**config.mk**
```make
export PLATFORM = sky130hd
export DESIGN_NAME = mem_access_stage
export DESIGN_NICKNAME = d
export VERILOG_FILES = /design/src/rtl/mem_access_stage_pkg.sv /design/src/rtl/mem_access_stage_load_extend.sv /design/src/rtl/mem_access_stage.sv
export SDC_FILE = /design/constraint.sdc
export NUM_CORES = 1
export LEC_CHECK = 0
export ABC_CLOCK_PERIOD_IN_PS = 1700
export BUFFER_PORTS_ARGS = -buffer_cell sky130_fd_sc_hd__buf_2
export CORE_UTILIZATION = 45
export CTS_CLUSTER_DIAMETER = 80
export CTS_CLUSTER_SIZE = 28
export DETAILED_ROUTE_END_ITERATION = 6
export GPL_TIMING_DRIVEN = 0
export PLACE_DENSITY = 0.77
export SYNTH_ARGS = -nofsm -noshare
export SYNTH_HDL_FRONTEND = slang
export SYNTH_SLANG_ARGS = --single-unit
```
**constraint.sdc**
```tcl
create_clock -name clk -period 1.7 [get_ports clk]
set_input_delay 0.17 -clock clk [delete_from_list [all_inputs] [get_ports clk]]
set_output_delay 0.17 -clock clk [all_outputs]
set_load 0.01 [all_outputs]
```
**src/rtl/mem_access_stage_pkg.sv**
```systemverilog
// Shared definitions for the memory-access stage: funct3 encodings, FSM states,
// lane widths and helpers that map funct3 to an access size.
// Purely declarative; no logic or timing of its own.
package riscv_mem_pkg;

  // RV32I load funct3 encodings
  localparam logic [2:0] F3_LB  = 3'b000;
  localparam logic [2:0] F3_LH  = 3'b001;
  localparam logic [2:0] F3_LW  = 3'b010;
  localparam logic [2:0] F3_LBU = 3'b100;
  localparam logic [2:0] F3_LHU = 3'b101;

  // RV32I store funct3 encodings
  localparam logic [2:0] F3_SB  = 3'b000;
  localparam logic [2:0] F3_SH  = 3'b001;
  localparam logic [2:0] F3_SW  = 3'b010;

  // Lane geometry of the data bus
  localparam int XLEN   = 32;
  localparam int BYTE_W = 8;
  localparam int HALF_W = 16;
  localparam int LANES  = XLEN / BYTE_W;

  typedef enum logic {
    ST_IDLE = 1'b0,
    ST_BUS  = 1'b1
  } state_e;

  typedef enum logic [1:0] {
    SZ_BYTE = 2'd0,
    SZ_HALF = 2'd1,
    SZ_WORD = 2'd2
  } size_e;

  // Undefined load encodings behave as LW
  function automatic size_e load_size(input logic [2:0] f3);
    case (f3)
      F3_LB, F3_LBU: load_size = SZ_BYTE;
      F3_LH, F3_LHU: load_size = SZ_HALF;
      default:       load_size = SZ_WORD;
    endcase
  endfunction

  // Undefined store encodings behave as SW
  function automatic size_e store_size(input logic [2:0] f3);
    case (f3)
      F3_SB:   store_size = SZ_BYTE;
      F3_SH:   store_size = SZ_HALF;
      default: store_size = SZ_WORD;
    endcase
  endfunction

  // Clear the low offset bits that a naturally aligned access of this size cannot use
  function automatic logic [1:0] align_off(input size_e sz, input logic [1:0] off);
    case (sz)
      SZ_BYTE: align_off = off;
      SZ_HALF: align_off = {off[1], 1'b0};
      default: align_off = 2'b00;
    endcase
  endfunction

endpackage

```
**src/rtl/mem_access_stage_load_extend.sv**
```systemverilog
// Selects the addressed byte/halfword of a load word and sign/zero extends it.
// Latency: purely combinational.
// Backpressure: none; output follows inputs directly.
module load_extend
  import riscv_mem_pkg::*;
(
  input  logic [XLEN-1:0] rdata_i,
  input  logic [1:0]      off_i,
  input  logic [2:0]      funct3_i,
  output logic [XLEN-1:0] data_o
);

  logic [BYTE_W-1:0] byte_sel;
  logic [HALF_W-1:0] half_sel;

  // Lane pick by byte offset, then extension chosen by funct3
  always_comb begin
    case (off_i)
      2'd1:    byte_sel = rdata_i[15:8];
      2'd2:    byte_sel = rdata_i[23:16];
      2'd3:    byte_sel = rdata_i[31:24];
      default: byte_sel = rdata_i[7:0];
    endcase
    half_sel = off_i[1] ? rdata_i[31:16] : rdata_i[15:0];
    case (funct3_i)
      F3_LB:   data_o = {{(XLEN-BYTE_W){byte_sel[BYTE_W-1]}}, byte_sel};
      F3_LH:   data_o = {{(XLEN-HALF_W){half_sel[HALF_W-1]}}, half_sel};
      F3_LBU:  data_o = {{(XLEN-BYTE_W){1'b0}}, byte_sel};
      F3_LHU:  data_o = {{(XLEN-HALF_W){1'b0}}, half_sel};
      default: data_o = rdata_i;
    endcase
  end

endmodule

```
**src/rtl/mem_access_stage.sv**
```systemverilog
// RISC-V memory-access stage: pass-through ALU results, loads/stores over a req/ack port.
// Latency: 1 cycle for non-memory ops; ack cycle + 1 for memory ops (bus timeout aborts).
// Backpressure: in_ready only in IDLE; low while a bus access is outstanding.
// Build option MISALIGN_TRAP_EN: trap misaligned halfword/word accesses instead of masking.
module mem_access_stage
  import riscv_mem_pkg::*;
#(
  parameter int unsigned TIMEOUT_CYCLES = 16
) (
  input  logic        clk,
  input  logic        rst_n,
  input  logic        in_valid,
  output logic        in_ready,
  input  logic [31:0] alu_result,
  input  logic [31:0] store_data,
  input  logic [2:0]  funct3,
  input  logic        mem_read,
  input  logic        mem_write,
  input  logic [4:0]  rd,
  input  logic        reg_write,
  output logic        dmem_req,
  output logic        dmem_we,
  output logic [31:0] dmem_addr,
  output logic [31:0] dmem_wdata,
  output logic [3:0]  dmem_wstrb,
  input  logic        dmem_ack,
  input  logic [31:0] dmem_rdata,
  output logic        wb_valid,
  output logic [31:0] wb_data,
  output logic [4:0]  wb_rd,
  output logic        wb_reg_write,
  output logic        wb_err,
  output logic        wb_misalign
);

  localparam int unsigned TW = (TIMEOUT_CYCLES > 1) ? $clog2(TIMEOUT_CYCLES) : 1;
  localparam logic [TW-1:0] TMO_LAST = TW'((TIMEOUT_CYCLES > 0) ? TIMEOUT_CYCLES - 1 : 0);

  state_e         state_q;
  logic [TW-1:0]  tmo_q;
  logic           dmem_req_q, dmem_we_q;
  logic [31:0]    dmem_addr_q, dmem_wdata_q;
  logic [3:0]     dmem_wstrb_q;
  logic [2:0]     funct3_q;
  logic [1:0]     off_q;
  logic [4:0]     rd_q;
  logic           rw_q;
  logic           wb_valid_q, wb_reg_write_q, wb_err_q, wb_misalign_q;
  logic [31:0]    wb_data_q;
  logic [4:0]     wb_rd_q;

  logic           is_mem;
  size_e          acc_size;
  logic [1:0]     off_raw, off_al;
  logic           misalign_hit;
  logic [3:0]     wstrb_d;
  logic [31:0]    wdata_d;
  logic [31:0]    ld_data;
  logic           tmo_hit;

  assign in_ready = (state_q == ST_IDLE);
  assign tmo_hit  = (TIMEOUT_CYCLES != 0) && (tmo_q == TMO_LAST);

  // Decode size, aligned lane offset, byte enables and replicated store data
  always_comb begin
    is_mem   = mem_read | mem_write;
    acc_size = mem_write ? store_size(funct3) : load_size(funct3);
    off_raw  = alu_result[1:0];
    off_al   = align_off(acc_size, off_raw);
`ifdef MISALIGN_TRAP_EN
    misalign_hit = is_mem && (off_al != off_raw);
`else
    misalign_hit = 1'b0;
`endif
    case (acc_size)
      SZ_BYTE: begin
        wstrb_d = 4'b0001 << off_al;
        wdata_d = {LANES{store_data[7:0]}};
      end
      SZ_HALF: begin
        wstrb_d = 4'b0011 << off_al;
        wdata_d = {2{store_data[15:0]}};
      end
      default: begin
        wstrb_d = 4'hF;
        wdata_d = store_data;
      end
    endcase
  end

  load_extend u_load_extend (
    .rdata_i  (dmem_rdata),
    .off_i    (off_q),
    .funct3_i (funct3_q),
    .data_o   (ld_data)
  );

  // IDLE/BUS control with registered bus and writeback outputs
  always_ff @(posedge clk or negedge rst_n) begin
    if (!rst_n) begin
      state_q        <= ST_IDLE;
      tmo_q          <= '0;
      dmem_req_q     <= 1'b0;
      dmem_we_q      <= 1'b0;
      dmem_addr_q    <= '0;
      dmem_wdata_q   <= '0;
      dmem_wstrb_q   <= '0;
      funct3_q       <= '0;
      off_q          <= '0;
      rd_q           <= '0;
      rw_q           <= 1'b0;
      wb_valid_q     <= 1'b0;
      wb_data_q      <= '0;
      wb_rd_q        <= '0;
      wb_reg_write_q <= 1'b0;
      wb_err_q       <= 1'b0;
      wb_misalign_q  <= 1'b0;
    end else begin
      wb_valid_q <= 1'b0;
      case (state_q)
        ST_IDLE: begin
          if (in_valid) begin
            if (!is_mem || misalign_hit) begin
              // Retire directly: pass-through result or misalignment trap
              wb_valid_q     <= 1'b1;
              wb_data_q      <= alu_result;
              wb_rd_q        <= rd;
              wb_reg_write_q <= reg_write & ~misalign_hit;
              wb_err_q       <= 1'b0;
              wb_misalign_q  <= misalign_hit;
            end else begin
              dmem_req_q   <= 1'b1;
              dmem_we_q    <= mem_write;
              dmem_addr_q  <= {alu_result[31:2], 2'b00};
              dmem_wdata_q <= mem_write ? wdata_d : 32'h0;
              dmem_wstrb_q <= mem_write ? wstrb_d : 4'h0;
              funct3_q     <= funct3;
              off_q        <= off_al;
              rd_q         <= rd;
              rw_q         <= reg_write & ~mem_write;
              tmo_q        <= '0;
              state_q      <= ST_BUS;
            end
          end
        end
        default: begin
          // An ack on the expiry cycle still completes normally
          if (dmem_ack) begin
            dmem_req_q     <= 1'b0;
            dmem_we_q      <= 1'b0;
            dmem_wstrb_q   <= 4'h0;
            wb_valid_q     <= 1'b1;
            wb_data_q      <= dmem_we_q ? 32'h0 : ld_data;
            wb_rd_q        <= rd_q;
            wb_reg_write_q <= rw_q;
            wb_err_q       <= 1'b0;
            wb_misalign_q  <= 1'b0;
            state_q        <= ST_IDLE;
          end else if (tmo_hit) begin
            dmem_req_q     <= 1'b0;
            dmem_we_q      <= 1'b0;
            dmem_wstrb_q   <= 4'h0;
            wb_valid_q     <= 1'b1;
            wb_data_q      <= 32'h0;
            wb_rd_q        <= rd_q;
            wb_reg_write_q <= 1'b0;
            wb_err_q       <= 1'b1;
            wb_misalign_q  <= 1'b0;
            state_q        <= ST_IDLE;
          end else begin
            tmo_q <= tmo_q + 1'b1;
          end
        end
      endcase
    end
  end

  assign dmem_req     = dmem_req_q;
  assign dmem_we      = dmem_we_q;
  assign dmem_addr    = dmem_addr_q;
  assign dmem_wdata   = dmem_wdata_q;
  assign dmem_wstrb   = dmem_wstrb_q;
  assign wb_valid     = wb_valid_q;
  assign wb_data      = wb_data_q;
  assign wb_rd        = wb_rd_q;
  assign wb_reg_write = wb_reg_write_q;
  assign wb_err       = wb_err_q;
  assign wb_misalign  = wb_misalign_q;

endmodule

```
==> metrics.md, run 1 <==
| Metric | Value |
|---|---|
| Tcrit/Tclk final | `1.06` |
| DP HPWL | `14600 um` |
| Crit end category | `flip-flop` |
| Clock period minus worst slack | `1800 ps` |
| Worst Path Max Fanout | `5` |
| Hold Crit Class | `input pin to flip-flop` |
| Setup WS pre-CTS | `-560 ps` |
| Vias per std cell | `5.42` |
| # IOs | `223` |
| Worst-Margin Slew | `795 ps` |
| Area added between synthesis and finish | `42.9%` |
| Crit path DAT | `2080 ps` |
| Failing checks | `setup timing` |
| CTS Buffer Depth | `2` |
| IO buf count | `219` |
| Placement Rows | `41` |
| Synthesized area per cell | `9.22 sq um` |
| Final setup violating endpoints | `18` |
| Leak | `4.24 nW` |
| Vias in the first global route | `5949` |
| Die X | `116 um` |
| Die height | `116 um` |
| All-Layer GR Usage | `0.310` |
| Main synth FF type | `dfrtp_1` |
| Seq/Total Area, Yosys | `0.529` |
| Post-Route Utilization | `0.661` |
| Commonest non-fill, non-tap cell in the layout | `buf_2` |
| Initial core utilization | `0.463` |
| Final ANT Viol Nets | `0` |
| Crit path launch type | `flip-flop` |
| Initial DRC count | `450` |
| Gr ovfl total | `0` |
| Clock sink total | `124` |
| Final hold vios | `0` |
| DIE AREA | `13500 sq um` |
| FMAX | `555 MHz` |
| Setup ws final | `-103 ps` |
| Largest net degree at the start of global routing | `83` |
| Clock Tree Root | `clkbuf_16` |
| CP required | `1970 ps` |
| Async SR Flop Fraction | `1.00` |
| Commonest non-fill, non-tap cells in the layout | `buf_2 (222), nand2_1 (188), dfrtp_1 (123), o21ai_0 (62), mux2i_1 (40)` |
| Clk_skew | `7.05 ps` |
| Max Cap Viol | `0` |
| DRT Pass-1 Iters | `6` |
| Ys Warns | `0` |
| CTS tree | `yes` |
| Peak VDD IR | `640 uV` |
| Via count | `5981` |
| Pwr/cell area | `1270 nW/um^2` |
| Worst skew pair latency | `410 ps` |
| Drt total wl | `20700 um` |
| Post-detailed-route DRC marker count | `0` |
| Num CTS Buffers | `17` |
| Fraction of layout cells with a size suffix above 1 | `0.337` |
| H-tree depth | `4` |
| Largest area contributor in the netlist | `dfrtp_1` |
| Post-synth cell types | `48` |
| Fin nets | `1032` |
| N_diodes | `0` |
| Fill cells | `1043` |
| Relative slew slack | `0.470` |
| RSZ-0062 raised after global routing | `yes` |
| Clock Pin Slew Worst Setup and Hold Paths | `50 ps` |
| Core Region | `12700 sq um` |
| Final GP Congestion | `0.953` |
| Top cell type's share of synthesized area | `0.529` |
| Number of synthesized flops with an enable pin | `0` |
| Mapped Cells | `636` |
| Area contributors post-synth | `dfrtp_1 (53%), nand2_1 (12%), mux2i_1 (6.8%)` |
| Post-synthesis cell area | `5860 sq um` |
| Status | `finished with violations` |
| TNS Setup | `-1120 ps` |
| Pins Over Slew Limit | `0` |
| Initial antenna violation count | `0` |
| Setup Crit Path Kind | `flip-flop to flip-flop` |
| Yosys reg bits | `124` |
| First-pass GRT wire length | `30900 um` |
| Average wire per standard cell | `18.7 um` |
| Hold_ws | `9.05 ps` |
==> sequential cells by signal (all words and copies together), names as in the netlist <==
signal and cells:
dmem_addr 30, dmem_req 1, dmem_wdata 32, dmem_we 1, dmem_wstrb 4, funct3_q 3
off_q 2, rd_q 5, rw_q 1, state_q 1, tmo_q 4, wb_data 32
wb_err 1, wb_rd 5, wb_reg_write 1, wb_valid 1
==> report_power, final <==
group / switching [W] / total [W] / internal, W
Combinational: 0.00182 / 0.00312 / 0.00130
Clock: 0.00131 / 0.00349 / 0.00218
Sequential: 0.000409 / 0.00405 / 0.00364
==> cell type report <==
| type | instances | area (sq um) | share of cell area |
|---|---|---|---|
| Multi-Input combinational cell | 463 | 2640 | 0.315 |
| Inverter | 8 | 31.3 | 0.00373 |
| Clock buffer | 20 | 447 | 0.0533 |
| Tap cell | 172 | 215 | 0.0257 |
| Sequential cell | 124 | 3100 | 0.370 |
| Buffer | 42 | 259 | 0.0309 |
| Timing Repair Buffer | 264 | 1560 | 0.186 |
| Clock inverter | 11 | 121 | 0.0145 |
==> synth_stat cells, types with 3 or more instances <==
master and n:
o21ai_0 63, nor2b_1 9, clkbuf_1 34, dfrtp_1 124
o21a_1 6, nand3_1 29, o211ai_1 22, or3_1 4
nand2_1 188, buf_2 4, inv_1 6, nand2b_1 4
a211oi_1 3, nor2_1 28, buf_4 3, o22ai_1 3
mux2i_1 40, o2111ai_1 4, a21oi_1 17, and3_1 3
a22o_1 12
==> worst paths after layout <==
| kind | start | to | slack, ps | depth (start not counted) |
|---|---|---|---|---|
| worst max-delay path | off_q[1] | wb_data[26] | -100 | 6 |
| worst min-delay path | alu_result[26] | dmem_addr[26] | 9 | 3 |
| worst max register to register | off_q[1] | wb_data[26] | -100 | 6 |
| worst min register to register | dmem_addr[23] | dmem_addr[23] | 470 | 2 |
| max in group asynchronous | rst_n | funct3_q[0] | 700 | 3 |
| min in group asynchronous | rst_n | dmem_addr[22] | 250 | 2 |
==> timing repair <==
item                                    4_1_cts  5_1_grt
hold buffers                                 32        1
cloned                                        3        0
endpoints found under the setup margin      115       60
resized for setup                            39       27
hold endpoints to repair                     73        1
pin swaps                                    10        7
setup buffers                                 6        3
==> layer usage <==
layer,track usage,vias to the layer above,wire length (um)
li1,-,2757,-
met1,0.366,2848,8310
met2,0.518,314,9850
met3,0.0893,62,1770
met4,0.156,0,775
met5,0,-,0
==> through the flow <==
step                      total power, W  instances  cell area [sq um]
after floorplan                  0.00553        638               5870
after global placement           0.00680       1029               7180
after detailed placement         0.00689       1030               7220
after CTS                         0.0106       1100               8290
after global routing              0.0112       1104               8380
final                             0.0107       1104               8380
==> worst max-delay path: stages, from the launching register on <==
cell,delay [ps]
dfrtp_1,330
buf_6,100
mux4_2,540
and2_4,200
o221ai_4,220
buf_6,180
o211ai_1,100
==> logic make-up (layout without fill, tap and decap cells) <==
kind of cell / Yosys count / after routing / synth area share
AO/OA/AOI/OAI: 140 / 141 / 0.153
XOR/XNOR: 2 / 2 / 0.00299
adder cells (fa/ha/maj): 1 / 1 / 0.00213
buffers and inverters: 52 / 345 / 0.0386
flip-flops: 124 / 124 / 0.529
multiplexers: 42 / 42 / 0.0766
other: 1 / 3 / 0.000639
AND/OR/NAND/NOR: 274 / 274 / 0.197
Power figures use the tool's default switching activity.
==> run 2, diff against run 1 <==
--- a/config.mk
+++ b/config.mk
@@ -7,3 +7,2 @@
 export LEC_CHECK = 0
-export ABC_CLOCK_PERIOD_IN_PS = 1700
 export BUFFER_PORTS_ARGS = -buffer_cell sky130_fd_sc_hd__buf_2
==> constraint.sdc (replaced) <==
create_clock -name clk -period 1.7 [get_ports clk]
set_input_delay 0.51 -clock clk [delete_from_list [all_inputs] [get_ports clk]]
set_output_delay 0.51 -clock clk [all_outputs]
set_load 0.01 [all_outputs]
==> run 2 against run 1 <==
The flow still finishes with violations (setup timing). Final area shrank 3.5%. Die area unchanged. Combinational power decreased by 2%. Global-route usage decreased by 0.90 points. Final cell count is 2.7% lower. Fmax grew 0.20%. Sequential share of layout area is 1.4 points higher. Utilization shrank 2.3 points. Critical endpoint is now wb_data[28]. Largest cell class unchanged. Highest routed layer unchanged.
==> metrics.md, run 2 (same netlist as run 1, synthesis figures left out) <==
| Metric | Value |
|---|---|
| Status | `finished with violations` |
| Failing checks | `setup timing` |
| Clock sink total | `124 (unchanged)` |
| Vias per std cell | `5.48 (+1.1%)` |
| Setup ws final | `-99.5 ps (+3.68 ps)` |
| Area added between synthesis and finish | `37.9%` |
| Fin nets | `1002 (-2.9%)` |
| Clock share of power | `0.329 (+0.002)` |
| Most common cell type on the critical path | `buf_6` |
| Fin area | `8090 sq um (-3.5%)` |
| Die height | `116 um (unchanged)` |
| Seq pwr share | `0.381 (about the same)` |
| P_int | `0.00708 W (-0.51%)` |
| Crit path launch type | `flip-flop` |
| DP HPWL | `14600 um (unchanged)` |
| R2r worst-path depth | `6 (unchanged)` |
| Pwr/cell area | `1310 nW/um^2 (+3.1%)` |
| CP required | `1980 ps (about the same)` |
| Crit-path slowest cell | `mux4_2` |
| All-Layer GR Usage | `0.301 (-0.00896)` |
| Final setup violating endpoints | `17 (-1)` |
| Initial antenna violation count | `0 (unchanged)` |
| Die X | `116 um (unchanged)` |
| RSZ-0062 raised after global routing | `yes` |
| Clock period minus worst slack | `1800 ps (-3.68 ps)` |
| Largest net degree at the start of global routing | `83 (unchanged)` |
| Hold Crit Class | `input pin to asynchronous set/reset pin` |
| Post-DP Area | `7220 sq um (unchanged)` |
| Crit end category | `flip-flop` |
| Hold_buf cts | `0 (-100%)` |
| Crit-path cells | `buf_6 -> mux4_2 -> and2_4 -> o221ai_4 -> buf_6 -> o211ai_1` |
| First-pass GRT wire length | `30000 um (-3.1%)` |
| Core Region | `12700 sq um (unchanged)` |
| Switching share of power | `0.332 (about the same)` |
| # IOs | `223 (unchanged)` |
| Gate power share | `0.290 (-0.003)` |
| Average wire per standard cell | `18.8 um (+0.41%)` |
| Via count | `5885 (-1.6%)` |
| Pins Over Slew Limit | `0 (unchanged)` |
| RR Endpoint | `wb_data[28]` |
| FMAX | `556 MHz (+0.20%)` |
| Fraction of layout cells with a size suffix above 1 | `0.357 (+0.0201)` |
| DIE AREA | `13500 sq um (unchanged)` |
| Num CTS Buffers | `17 (unchanged)` |
| Peak VDD IR | `655 uV (+2.4%)` |
| Leak | `4.12 nW (-2.8%)` |
| CTS tree | `yes` |
| R2R setup slack | `-100 ps (about the same)` |
| Switching power | `0.00352 W (-0.54%)` |
| Drt total wl | `20200 um (-2.3%)` |
| Final ANT Viol Nets | `0 (unchanged)` |
| Final GP Congestion | `0.953 (unchanged)` |
| Final hold vios | `0 (unchanged)` |
| Commonest non-fill, non-tap cell in the layout | `buf_2` |
| Gr ovfl total | `0 (unchanged)` |
| Crit path DAT | `2080 ps (about the same)` |
| Tcrit/Tclk final | `1.06 (-0.00217)` |
| IO buf count | `219 (unchanged)` |
| Clk_skew | `9.41 ps (+2.36 ps)` |
| Worst Path Max Fanout | `5 (unchanged)` |
| Placement Rows | `41 (unchanged)` |
| N_diodes | `0 (unchanged)` |
| Relative slew slack | `0.490 (+0.0194)` |
| DRT Pass-1 Iters | `5 (-1)` |
| Hold_ws | `16.5 ps (+7.48 ps)` |
| Setup WS pre-CTS | `-753 ps (-193 ps)` |
| Clock Pin Slew Worst Setup and Hold Paths | `60 ps (about the same)` |
| CTS Buffer Depth | `2 (unchanged)` |
| Max Cap Viol | `0 (unchanged)` |
| Vias in the first global route | `5714 (-4.0%)` |
| Initial core utilization | `0.463 (unchanged)` |
| Worst skew pair latency | `410 ps (about the same)` |
| H-tree depth | `4 (unchanged)` |
| Reg2Reg Launch Point | `off_q[1]` |
| Setup Crit Path Kind | `flip-flop to flip-flop` |
| Post-detailed-route DRC marker count | `0 (unchanged)` |
| Clock Tree Root | `clkbuf_16` |
| Initial DRC count | `452 (+0.44%)` |
| Critical Path Max Stage Delay | `540 ps (about the same)` |
| Worst-Margin Slew | `766 ps (-29.1 ps)` |
| Commonest non-fill, non-tap cells in the layout | `buf_2 (222), nand2_1 (188), dfrtp_1 (123), o21ai_0 (62), mux2i_1 (40)` |
[run 2: power by group through the flow]
stage | Sequential [W] | Combinational (W) | Clock (W)
2_1_floorplan | 0.00433 | 0.00120 | 0
3_3_place_gp | 0.00405 | 0.00275 | 0
3_5_place_dp | 0.00406 | 0.00283 | 0
4_1_cts | 0.00403 | 0.00298 | 0.00353
5_1_grt | 0.00412 | 0.00337 | 0.00368
6_report | 0.00404 | 0.00307 | 0.00349
[run 2: critical path, delay by kind of cell, from the launching register on]
family | cells | cell delay (ps)
multiplexers | 1 | 540
AO/OA/AOI/OAI | 2 | 310
flip-flops | 1 | 330
AND/OR/NAND/NOR | 1 | 200
buffers and inverters | 2 | 280
[run 2: worst max path at each step]
stage	start	end	slack [ps]	cells after the start
3_5_place_dp	mem_write	dmem_addr[30]	-750	7
3_3_place_gp	rst_n	dmem_wdata[28]	-1530	1
6_report	off_q[1]	wb_data[28]	-100	6
2_1_floorplan	dmem_rdata[31]	wb_data[30]	-30	5
4_1_cts	off_q[1]	wb_data[28]	-120	6
5_1_grt	off_q[1]	wb_data[26]	-160	6
[run 2: metrics by stage]
step / utilization / power (W) / setup TNS, ps / instances
after floorplan: - / 0.00553 / -353 / 638
after global placement: 0.567 / 0.00680 / -250110 / 1029
after detailed placement: 0.570 / 0.00689 / -64160 / 1030
after CTS: 0.630 / 0.0105 / -1820 / 1072
after global routing: 0.638 / 0.0112 / -2410 / 1074
final: 0.638 / 0.0106 / -1140 / 1074
[run 2: timing repair]
action                     4_1_cts  5_1_grt
setup endpoints to repair      116       97
buffers inserted                11        2
gates cloned                     3        0
pin swaps                       10       10
gates resized for setup         36       44
[run 2: cell type report]
cell class                      count  area, sq um
Fill cell                        1087         4590
Sequential cell                   124         3100
Multi-Input combinational cell    463         2650
Timing Repair Buffer              235         1260
Clock buffer                       20          447
Buffer                             41          251
Tap cell                          172          215
Clock inverter                     11          121
Inverter                            8         35.0
[run 2: routing by layer]
layer  vias to the layer above  share of wire  track usage
met4                         0          0.033        0.138
met3                        62          0.091       0.0825
li1                       2694              -            -
met1                      2786           0.39        0.360
met5                         -              0            0
met2                       343           0.48        0.507
